**src/rtl/gpio_led_driver_if.sv**
```systemverilog
// Bundles the GPIO mode word and the four LED drives between the AXI GPIO
// output channel (master side) and the LED driver (slave side).
interface gpio_led_driver_if;
  logic [7:0] gpio;
  logic       led_0;
  logic       led_1;
  logic       led_2;
  logic       led_3;

  modport master (
    output gpio,
    input  led_0,
    input  led_1,
    input  led_2,
    input  led_3
  );

  modport slave (
    input  gpio,
    output led_0,
    output led_1,
    output led_2,
    output led_3
  );
endinterface

```
**src/rtl/gpio_led_driver.sv**
```systemverilog
// Four-LED driver: each LED takes a 2-bit mode (off / on / slow blink /
// fast blink) from the GPIO word. Blink timing is generated locally with an
// independent half-period counter per LED. A mode change restarts the blink
// phase lit; rewriting the same mode leaves the phase untouched.
module gpio_led_driver #(
  parameter int CLK_FREQ_HZ = 100000000,
  parameter int SLOW_HZ     = 1,
  parameter int FAST_HZ     = 4
) (
  input  logic             clk,
  input  logic             srst,
  gpio_led_driver_if.slave bus
);

  localparam int HALF_SLOW = CLK_FREQ_HZ / (2 * SLOW_HZ);
  localparam int HALF_FAST = CLK_FREQ_HZ / (2 * FAST_HZ);
  localparam int CW        = (HALF_SLOW <= 2) ? 1 : $clog2(HALF_SLOW);

  // Terminal counts are compared at full counter width, so a non power of
  // two half-period never wraps early.
  localparam logic [CW-1:0] SLOW_TC = CW'(HALF_SLOW - 1);
  localparam logic [CW-1:0] FAST_TC = CW'(HALF_FAST - 1);

  if (HALF_SLOW < 2) begin : g_chk_slow
    $error("gpio_led_driver: HALF_SLOW must be >= 2");
  end
  if (HALF_FAST < 2) begin : g_chk_fast
    $error("gpio_led_driver: HALF_FAST must be >= 2");
  end
  // The counter is sized for the slow half-period; fast must fit inside it.
  if (HALF_FAST > HALF_SLOW) begin : g_chk_order
    $error("gpio_led_driver: HALF_FAST must not exceed HALF_SLOW");
  end

  typedef enum logic [1:0] {
    MODE_OFF  = 2'b00,
    MODE_ON   = 2'b01,
    MODE_SLOW = 2'b10,
    MODE_FAST = 2'b11
  } mode_e;

  mode_e         mode_q [4];
  mode_e         mode_d [4];
  logic [CW-1:0] cnt_q  [4];
  logic [CW-1:0] cnt_n  [4];
  logic [3:0]    led_q;
  logic [3:0]    led_n;

  // Next counter/LED value per channel from the registered mode.
  always_comb begin
    for (int i = 0; i < 4; i++) begin
      cnt_n[i] = '0;
      led_n[i] = 1'b0;
      case (mode_q[i])
        MODE_OFF: begin
          led_n[i] = 1'b0;
        end
        MODE_ON: begin
          led_n[i] = 1'b1;
        end
        default: begin
          if (mode_q[i] != mode_d[i]) begin
            led_n[i] = 1'b1;
          end else if (cnt_q[i] == ((mode_q[i] == MODE_FAST) ? FAST_TC : SLOW_TC)) begin
            led_n[i] = ~led_q[i];
          end else begin
            led_n[i] = led_q[i];
            cnt_n[i] = cnt_q[i] + 1'b1;
          end
        end
      endcase
    end
  end

  // Mode capture, change-detect history, counters and LED output registers.
  always_ff @(posedge clk) begin
    if (srst) begin
      for (int i = 0; i < 4; i++) begin
        mode_q[i] <= MODE_OFF;
        mode_d[i] <= MODE_OFF;
        cnt_q[i]  <= '0;
      end
      led_q <= '0;
    end else begin
      for (int i = 0; i < 4; i++) begin
        mode_q[i] <= mode_e'(bus.gpio[2*i +: 2]);
        mode_d[i] <= mode_q[i];
        cnt_q[i]  <= cnt_n[i];
      end
      led_q <= led_n;
    end
  end

  assign bus.led_0 = led_q[0];
  assign bus.led_1 = led_q[1];
  assign bus.led_2 = led_q[2];
  assign bus.led_3 = led_q[3];

endmodule

```
**src/flat_wrapper.sv**
```systemverilog
// flat-port wrapper written by rule: the top's interface ports become plain ports
module gpio_led_driver_flat 
#(
  parameter int CLK_FREQ_HZ = 100000000,
  parameter int SLOW_HZ     = 1,
  parameter int FAST_HZ     = 4
)
  (clk, srst, bus_gpio, bus_led_0, bus_led_1, bus_led_2, bus_led_3);
  gpio_led_driver_if bus_i ();
  input  logic clk;
  input  logic srst;
  input wire logic [$bits(bus_i.gpio)-1:0] bus_gpio;
  output wire logic [$bits(bus_i.led_0)-1:0] bus_led_0;
  output wire logic [$bits(bus_i.led_1)-1:0] bus_led_1;
  output wire logic [$bits(bus_i.led_2)-1:0] bus_led_2;
  output wire logic [$bits(bus_i.led_3)-1:0] bus_led_3;
  assign bus_i.gpio = bus_gpio;
  assign bus_led_0 = bus_i.led_0;
  assign bus_led_1 = bus_i.led_1;
  assign bus_led_2 = bus_i.led_2;
  assign bus_led_3 = bus_i.led_3;
  gpio_led_driver #(.CLK_FREQ_HZ(CLK_FREQ_HZ), .SLOW_HZ(SLOW_HZ), .FAST_HZ(FAST_HZ)) u_core (.clk(clk), .srst(srst), .bus(bus_i));
endmodule
```
**config.mk**
```make
export PLATFORM = sky130hd
export DESIGN_NAME = gpio_led_driver_flat
export DESIGN_NICKNAME = d
export VERILOG_FILES = /design/src/rtl/gpio_led_driver_if.sv /design/src/rtl/gpio_led_driver.sv /design/src/flat_wrapper.sv
export SDC_FILE = /design/constraint.sdc
export NUM_CORES = 1
export LEC_CHECK = 0
export ABC_AREA = 0
export BUFFER_PORTS_ARGS = -buffer_cell sky130_fd_sc_hd__buf_2
export CORE_MARGIN = 2
export CORE_UTILIZATION = 50
export CTS_BUF_LIST = sky130_fd_sc_hd__clkbuf_4
export DETAILED_ROUTE_END_ITERATION = 12
export GPL_TIMING_DRIVEN = 0
export PLACE_DENSITY = 0.65
export SLEW_MARGIN = 20
export SYNTH_ARGS = -nofsm -noshare
export SYNTH_HDL_FRONTEND = slang
export SYNTH_SLANG_ARGS = --single-unit
```
**constraint.sdc**
```tcl
create_clock -name clk -period 6.1 [get_ports clk]
set_input_delay 0.305 -clock clk [delete_from_list [all_inputs] [get_ports clk]]
set_output_delay 0.305 -clock clk [all_outputs]
set_load 0.005 [all_outputs]
```
==> metrics.yaml, run 1 <==
outcome:
  status: "finished clean"
sta:
  skew_ns: 0.0109
  setup_violations: 0
  rsz0062_at_grt: "no"
  slew_viol_final: 0
  period_share_pct: 41.6
  relSlewSlack_pct: 28.2
  hold_violations: 0
  maxClockFrequency_ghz: 0.394
  period_needed_ns: 2.54
  setup-tns-final_ns: 0
  worst_pin_slew_ns: 1.07
finish:
  final_layout_size_suffix_gt1_share_pct: 7.59
  synthToLayoutAreaGrowth_pct: 9.87
  antenna_cells: 0
  fin_area_um2: 6020
  nets: 677
  instances_no_fill: 812
floorplan:
  ioPinCount: 14
  die_w_um: 109
  num_rows: 38
  start_util_pct: 51.0
  die_y_um: 109
  die_area_um2: 11800
  core_area_um2: 10700
global_route:
  grtUsageMet2_pct: 32.3
  grt.busiest_layer: "met2"
  grtUsageTotal_pct: 19.1
  grt_max_degree: 17
  use_met1_pct: 23.3
  use_met3_pct: 5.20
  antenna_found_initial: 0
  grt_overflow: 0
  grt_pass1_vias: 4044
  grt_pass1_wl_um: 17900
worst_setup_path:
  crit_arrival_ns: 2.92
  critPathRequiredTime_ns: 6.49
  reg2reg_from: "u_core.cnt_q[0][8]"
  worstRegToRegCells: 6
  cp-start-kind: "flip-flop"
  r2r-end: "u_core.cnt_q[0][14]"
  crit_slowest_cell: "or4b_2"
  crit_type: "reg2reg"
  crit_buf_inv: 2
  r2r_setup_slack_ns: 3.56
  cp_slowest_stage_delay_ns: 0.66
  cp-end-kind: "flip-flop"
  crit_start: "u_core.cnt_q[0][8]"
  cp_common_cell: "clkbuf_1"
  crit_end: "u_core.cnt_q[0][14]"
  crit_path_max_fanout: 10
  cpLargestDelayFamily: "simple AND/OR/NAND/NOR gates"
  cp.depth: 6
  worstPathCellList: "or4b_2, nor4_1, a21o_1, clkbuf_1, clkbuf_1, nor2_1"
yosys:
  synth_compound_area_share_pct: 2.28
  synth_top_family_by_area: "simple AND/OR/NAND/NOR gates"
  yosys_warnings: 0
  async_flop_share_pct: 0
  synth_top_cell_by_area: "dfxtp_1"
  yosysSeqAreaShare_pct: 45.3
  yosysMostFrequentCell: "nor2_1"
  syn_inst: 623
  synthSimpleGateAreaFrac_pct: 32.7
  synth_xor_area_share_pct: 16.3
  synth_area_leaders: "dfxtp_1 (45%), nor2_1 (8.6%), xnor2_1 (8.5%), xor2_1 (7.8%), nand3_1 (3.9%)"
  syn_area_um2: 5480
  yosys.area.top_type_share_pct: 45.3
  synth_mux_area_share_pct: 0
  synth_fa_ha_area_share_pct: 0.913
  postSynthAreaPerCell_um2: 8.79
  synth_cell_types: 45
  synth_edf_count: 0
  synth_fp_nets: 637
  ys.flop_type: "dfxtp_1"
  synthTopCellsByCount: "nor2_1 (125), dfxtp_1 (124), xnor2_1 (53)"
  ys_ff_latch: 124
place:
  io_buffers: 13
  placed_cell_area_um2: 5720
  gp_congestion: 0.853
  place_inst: 776
  dp_hpwl_um: 7310
clock_network:
  clock_latency_ns: 0.51
  cts_root_buf: "clkbuf_4"
  cts_tree: "done"
  post_cts_buffers: 0
  cts.reportedPaths.clkPinSlew_ns: 0.10
  cts_buffer_depth: 2
  cts_repair_resize_count: 0
  htreeDepth: 4
  cts_buffers: 17
  postCtsHoldBufs: 8
  cts.sinks: 124
detailed_routing:
  drt_iter0_drc: 233
  wl_per_cell_um: 12.7
  route.detailed.drc: 0
  ant_nets: 0
  via_per_inst: 5.27
  drt-pass1-iter-count: 4
  dr_total_vias: 4280
  finalWirelength_um: 10300
pwr:
  comb_power_share_pct: 1.9
  seq_power_share_pct: 62.0
  p_leak_nw: 1.86
  cellInternalPower_mw: 1.04
  p_sw_mw: 0.283
  irDropWorstVdd_mv: 0.170
  switching_share_pct: 21.4
  clockPowerShare_pct: 36.0
  power_density_nw_per_um2: 220
worst_hold_path:
  hold_path.class: "in2reg"
run:
  cap_viol_max_count: 0
-- cell usage in the layout (no fill, tap or decap), drive strengths merged, types with 2 or more instances in the layout --
cell type and instances:
nor2 125, dfxtp 124, xnor2 53, xor2 49, nand3 43, nand2 38
clkbuf 37, nand4 25, nor2b 18, nor4 17, nor3 16, buf 16
and3 14, and4 13, inv 13, dlygate4sd3 8, nor3b 7, nand3b 5
or4b 5, clkinv 5, ha 4, or3 3, or2 3, nor4bb 3
or4 3, nand4b 2, o21ai 2, o2111ai 2, and4b 2, and2 2
-- worst register-to-register path, delay by kind of cell (launching register included) --
family	cells	cell delay (ns)
buf+inv	2	0.68
flops	1	0.35
simple gates	3	1.21
compound gates	1	0.17
-- kinds of logic after synthesis --
| kind of cell | Yosys count |
|---|---|
| compound gates | 15 |
| xor+xnor | 102 |
| fa+ha+maj | 4 |
| buf+inv | 31 |
| flops | 124 |
| simple gates | 347 |
-- cell type report --
type                       instances  area (um2)
fill                            1031        4730
multi-input combinational        468        2870
sequential                       124        2480
tap                              140         175
clock buffer                      22         165
timing repair buffer              21         145
buffer                            18        86.3
clock inverter                     6        50.0
inverter                          13        48.8
-- worst min-delay path by stage --
stage,cells after the start,slack (ns),end,start
final,2,0.07,u_core.mode_d[0][1],srst
after global routing,2,0.03,u_core.mode_d[0][1],srst
after CTS,2,0.04,u_core.mode_d[0][1],srst
after detailed placement,1,0.46,u_core.cnt_q[0][0],u_core.cnt_q[0][0]
after global placement,1,0.44,u_core.cnt_q[0][52],u_core.cnt_q[0][52]
after floorplan,1,0.39,u_core.mode_d[0][1],srst
-- routing by layer --
metal / wire [um] / up-vias
met5: 0 / -
met4: 128 / 0
met3: 251 / 9
met2: 4960 / 41
met1: 4970 / 2016
li1: - / 2214
-- power groups by stage --
stage                     Clock (mW)  Combinational [mW]  Sequential [mW]
after CTS                      0.496              0.0263            0.821
after detailed placement           0              0.0224            0.840
after floorplan                    0              0.0132            0.839
after global placement             0              0.0218            0.840
after global routing           0.529              0.0291            0.823
final                          0.477              0.0258            0.821
-- per-stage QoR --
stage | utilization [%] | setup WS (ns) | total power, mW | hold WS [ns]
2_1_floorplan | - | 3.83 | 0.852 | 0.388
3_3_place_gp | 53.2 | 3.60 | 0.862 | 0.442
3_5_place_dp | 53.3 | 3.55 | 0.862 | 0.459
4_1_cts | 56.0 | 3.55 | 1.34 | 0.0395
5_1_grt | 56.0 | 3.33 | 1.38 | 0.0346
6_report | 56.0 | 3.56 | 1.32 | 0.0727
-- registers in the layout (all words and copies together) (netlist names) --
| register | cells |
|---|---|
| u_core.cnt_q | 104 |
| u_core.mode_d | 8 |
| u_core.mode_q | 8 |
| u_core.led_q | 4 |
Note: power is estimated with default switching activity, not from simulation.
==> run 2: changes to the inputs <==
--- a/config.mk
+++ b/config.mk
@@ -5,7 +5,7 @@
 export SDC_FILE = /design/constraint.sdc
 export NUM_CORES = 1
 export LEC_CHECK = 0
-export ABC_AREA = 0
+export ABC_AREA = 1
 export BUFFER_PORTS_ARGS = -buffer_cell sky130_fd_sc_hd__buf_2
 export CORE_MARGIN = 2
 export CORE_UTILIZATION = 50
==> constraint.sdc (replaced) <==
create_clock -name clk -period 2.35 [get_ports clk]
set_input_delay 0.1175 -clock clk [delete_from_list [all_inputs] [get_ports clk]]
set_output_delay 0.1175 -clock clk [all_outputs]
set_load 0.005 [all_outputs]
==> run 2 against run 1 <==
Worst hold slack improved by 0.24 ns. Cell count increased by 52%. Combinational power increased to 3.0 times the previous value. Clock skew increased by 0.0051 ns. Routed wire length increased by 36%. Setup slack got worse by 3.1 ns. Critical endpoint is now u_core.cnt_q[0][24]. Largest cell class unchanged. Largest power group unchanged. Highest routed layer unchanged.
==> metrics.yaml, run 2 <==
worst_setup_path:
  crit_buf_inv: 1  # was 2
  crit_path_max_fanout: 10  # unchanged
  worstRegToRegCells: 9  # was 6
  reg2reg_from: "u_core.cnt_q[0][0]"  # was u_core.cnt_q[0][8]
  crit_arrival_ns: 2.29  # was 2.92 ns
  r2r_setup_slack_ns: 0.49  # was 3.56 ns
  critPathRequiredTime_ns: 2.78  # was 6.49 ns
  worstPathCellList: "ha_1, nand3_2, nor2_1, nand2_1, nor2_2, nand3_2, nand3_4, buf_6, nor2_2"  # was or4b_2, nor4_1, a21o_1, clkbuf_1, clkbuf_1, nor2_1
  cp_slowest_stage_delay_ns: 0.43  # was 0.66 ns
  cpLargestDelayFamily: "simple AND/OR/NAND/NOR gates"  # unchanged
  crit_slowest_cell: "dfxtp_1"  # was or4b_2
  r2r-end: "u_core.cnt_q[0][24]"  # was u_core.cnt_q[0][14]
  cp-end-kind: "flip-flop"  # unchanged
  cp-start-kind: "flip-flop"  # unchanged
  crit_type: "reg2reg"  # unchanged
yosys:
  yosysMostFrequentCell: "nand2_1"  # was nor2_1
  synthTopCellsByCount: "nand2_1 (244), nor2_1 (203), inv_1 (151)"  # was nor2_1 (125), dfxtp_1 (124), xnor2_1 (53)
  synthSimpleGateAreaFrac_pct: 42.0  # was 32.7%
  yosys_warnings: 0  # unchanged
  yosysSeqAreaShare_pct: 36.5  # was 45.3%
  synth_edf_count: 0  # unchanged
  synth_fp_nets: 1025  # was 637
  ys_ff_latch: 124  # unchanged
  synth_top_cell_by_area: "dfxtp_1"  # unchanged
  synth_xor_area_share_pct: 8.76  # was 16.3%
  synth_top_family_by_area: "simple AND/OR/NAND/NOR gates"  # unchanged
  ys.flop_type: "dfxtp_1"  # unchanged
  postSynthAreaPerCell_um2: 6.73  # was 8.79 um2
  synth_compound_area_share_pct: 1.77  # was 2.28%
  synth_mux_area_share_pct: 0  # unchanged
  synth_cell_types: 28  # was 45
  synth_area_leaders: "dfxtp_1 (37%), nand2_1 (13%), nor2_1 (11%), inv_1 (8.3%), xor2_1 (6.3%)"  # was dfxtp_1 (45%), nor2_1 (8.6%), xnor2_1 (8.5%), xor2_1 (7.8%), nand3_1 (3.9%)
  synth_fa_ha_area_share_pct: 0.736  # was 0.913%
  yosys.area.top_type_share_pct: 36.5  # was 45.3%
  syn_inst: 1011  # was 623
  syn_area_um2: 6800  # was 5480 um2
  async_flop_share_pct: 0  # unchanged
place:
  gp_congestion: 0.916  # was 0.853
  dp_hpwl_um: 10700  # was 7310 um
  placed_cell_area_um2: 7080  # was 5720 um2
  io_buffers: 12  # was 13
global_route:
  grt_pass1_vias: 5295  # was 4044
  grtUsageTotal_pct: 20.6  # was 19.1%
  antenna_found_initial: 1  # was 0
  grt_pass1_wl_um: 24000  # was 17900 um
  grt_max_degree: 17  # unchanged
  grt_overflow: 0  # unchanged
floorplan:
  ioPinCount: 14  # unchanged
  num_rows: 42  # was 38
  die_area_um2: 14500  # was 11800 um2
  die_y_um: 121  # was 109 um
  die_w_um: 121  # was 109 um
  core_area_um2: 13200  # was 10700 um2
  start_util_pct: 51.3  # was 51.0%
clock_network:
  cts_buffers: 17  # unchanged
  cts.reportedPaths.clkPinSlew_ns: 0.11  # was 0.10 ns
  clock_latency_ns: 0.54  # was 0.51 ns
  cts.sinks: 124  # unchanged
  cts_root_buf: "clkbuf_4"  # unchanged
  cts_repair_resize_count: 0  # unchanged
  cts_buffer_depth: 2  # unchanged
  cts_tree: "done"  # unchanged
  htreeDepth: 4  # unchanged
finish:
  synthToLayoutAreaGrowth_pct: 8.65  # was 9.87%
  final_layout_size_suffix_gt1_share_pct: 11.7  # was 7.59%
  fin_area_um2: 7390  # was 6020 um2
  nets: 1065  # was 677
  top_regs: "u_core.cnt_q: 104 flops, u_core.mode_d: 8 flops, u_core.mode_q: 8 flops"  # unchanged
  largest_register_ffs: 104  # unchanged
  final_common_cell: "nand2_1"  # was nor2_1
  regMostFlops: "u_core.cnt_q"  # unchanged
  fin_util_pct: 55.8  # was 56.0%
  final_cell_mix: "nand2_1 (244), nor2_1 (203), inv_1 (151)"  # was nor2_1 (125), dfxtp_1 (124), xnor2_1 (53)
worst_hold_path:
  whs_endpoint: "u_core.mode_q[0][7]"  # was u_core.mode_d[0][1]
  min_delay_path_depth: 4  # was 2
  hold_path_startpoint: "bus_gpio[7]"  # was srst
  hold_path.class: "in2reg"  # unchanged
pwr:
  p_leak_nw: 2.64  # was 1.86 nW
  clockPowerShare_pct: 36.2  # was 36.0%
  finalPower_mw: 3.46  # was 1.32 mW
  comb_power_share_pct: 2.2  # was 1.9%
  seq_power_share_pct: 61.6  # was 62.0%
  cellInternalPower_mw: 2.65  # was 1.04 mW
  power_density_nw_per_um2: 469  # was 220 nW/um2
  irDropWorstVdd_mv: 0.305  # was 0.170 mV
  switching_share_pct: 23.4  # was 21.4%
  p_sw_mw: 0.812  # was 0.283 mW
sta:
  slew_viol_final: 0  # unchanged
  period_needed_ns: 1.86  # was 2.54 ns
  relSlewSlack_pct: 68.3  # was 28.2%
  worst_pin_slew_ns: 0.476  # was 1.07 ns
  hold_violations: 0  # unchanged
  setup_violations: 0  # unchanged
  period_share_pct: 79.2  # was 41.6%
  skew_ns: 0.0160  # was 0.0109 ns
  rsz0062_at_grt: "no"  # unchanged
  maxClockFrequency_ghz: 0.537  # was 0.394 GHz
  setup-tns-final_ns: 0  # unchanged
outcome:
  status: "finished clean"  # unchanged
detailed_routing:
  drt_iter0_drc: 286  # was 233
  dr_total_vias: 5801  # was 4280
  wl_per_cell_um: 11.3  # was 12.7 um
  drt-pass1-iter-count: 4  # unchanged
  route.detailed.drc: 0  # unchanged
  via_per_inst: 4.69  # was 5.27
  finalWirelength_um: 14000  # was 10300 um
  ant_nets: 0  # unchanged
run:
  cap_viol_max_count: 0  # unchanged
==> run 2: final cells by class <==
class	instances	area, um2
Fill cell	1338	5860
Multi-Input combinational cell	720	3620
Sequential cell	124	2480
Inverter	156	586
Tap cell	176	220
Timing Repair Buffer	21	150
Clock buffer	18	135
Buffer	11	113
Clock inverter	10	80.1
Antenna cell	1	2.50
==> run 2: through the flow <==
stage	instances	setup WS (ns)	hold WS, ns
floorplan	1011	0.811	0.224
global placement	1199	0.527	0.325
detailed placement	1199	0.519	0.322
CTS	1236	0.490	0.272
global route	1237	0.309	0.306
finish	1237	0.488	0.312
==> run 2: cell families after synthesis <==
group                      after synthesis
and+or+nand+nor                        626
buffers and inverters                  167
DFF                                    124
xor gates and xnor gates                68
AOI/OAI and AO/OA                       22
adders and majority gates                4
==> run 2: power by group through the flow <==
| stage | clock network [mW] | registers [mW] | logic, mW |
|---|---|---|---|
| after floorplan | 0 | 2.18 | 0.0430 |
| after detailed placement | 0 | 2.18 | 0.0662 |
| after CTS | 1.31 | 2.13 | 0.0776 |
| after global routing | 1.40 | 2.14 | 0.0879 |
| after global placement | 0 | 2.18 | 0.0655 |
| final | 1.25 | 2.13 | 0.0775 |
==> run 2: per-layer routing <==
layer | part of all wire [%] | vias to the layer above | GRT usage, %
met5 | 0 | - | 0
met4 | 0.95 | 0 | 6.18
met3 | 3.8 | 14 | 5.24
met2 | 45 | 85 | 32.9
met1 | 50 | 2529 | 27.5
li1 | - | 3173 | -
==> run 2: how the worst max path moves through the flow <==
stage          cells after the start             endpoint  slack [ns]                from
4_1_cts                            9  u_core.cnt_q[0][24]        0.49  u_core.cnt_q[0][0]
6_report                           9  u_core.cnt_q[0][24]        0.49  u_core.cnt_q[0][0]
2_1_floorplan                      9  u_core.cnt_q[0][24]        0.81  u_core.cnt_q[0][0]
5_1_grt                            9  u_core.cnt_q[0][24]        0.31  u_core.cnt_q[0][0]
3_5_place_dp                       9  u_core.cnt_q[0][24]        0.52  u_core.cnt_q[0][0]
3_3_place_gp                       9  u_core.cnt_q[0][24]        0.53  u_core.cnt_q[0][0]
==> run 2: repair_timing <==
| item | CTS | global route |
|---|---|---|
| hold buffers | 9 | 0 |
| hold endpoints to repair | 14 | 0 |
| buffers inserted | 0 | 0 |
==> run 2: worst register-to-register path: cells and delay by family (launching register included) <==
kind	cells	cell delay (ns)
and+or+nand+nor	7	0.80
DFF	1	0.43
adders and majority gates	1	0.33
buffers and inverters	1	0.20
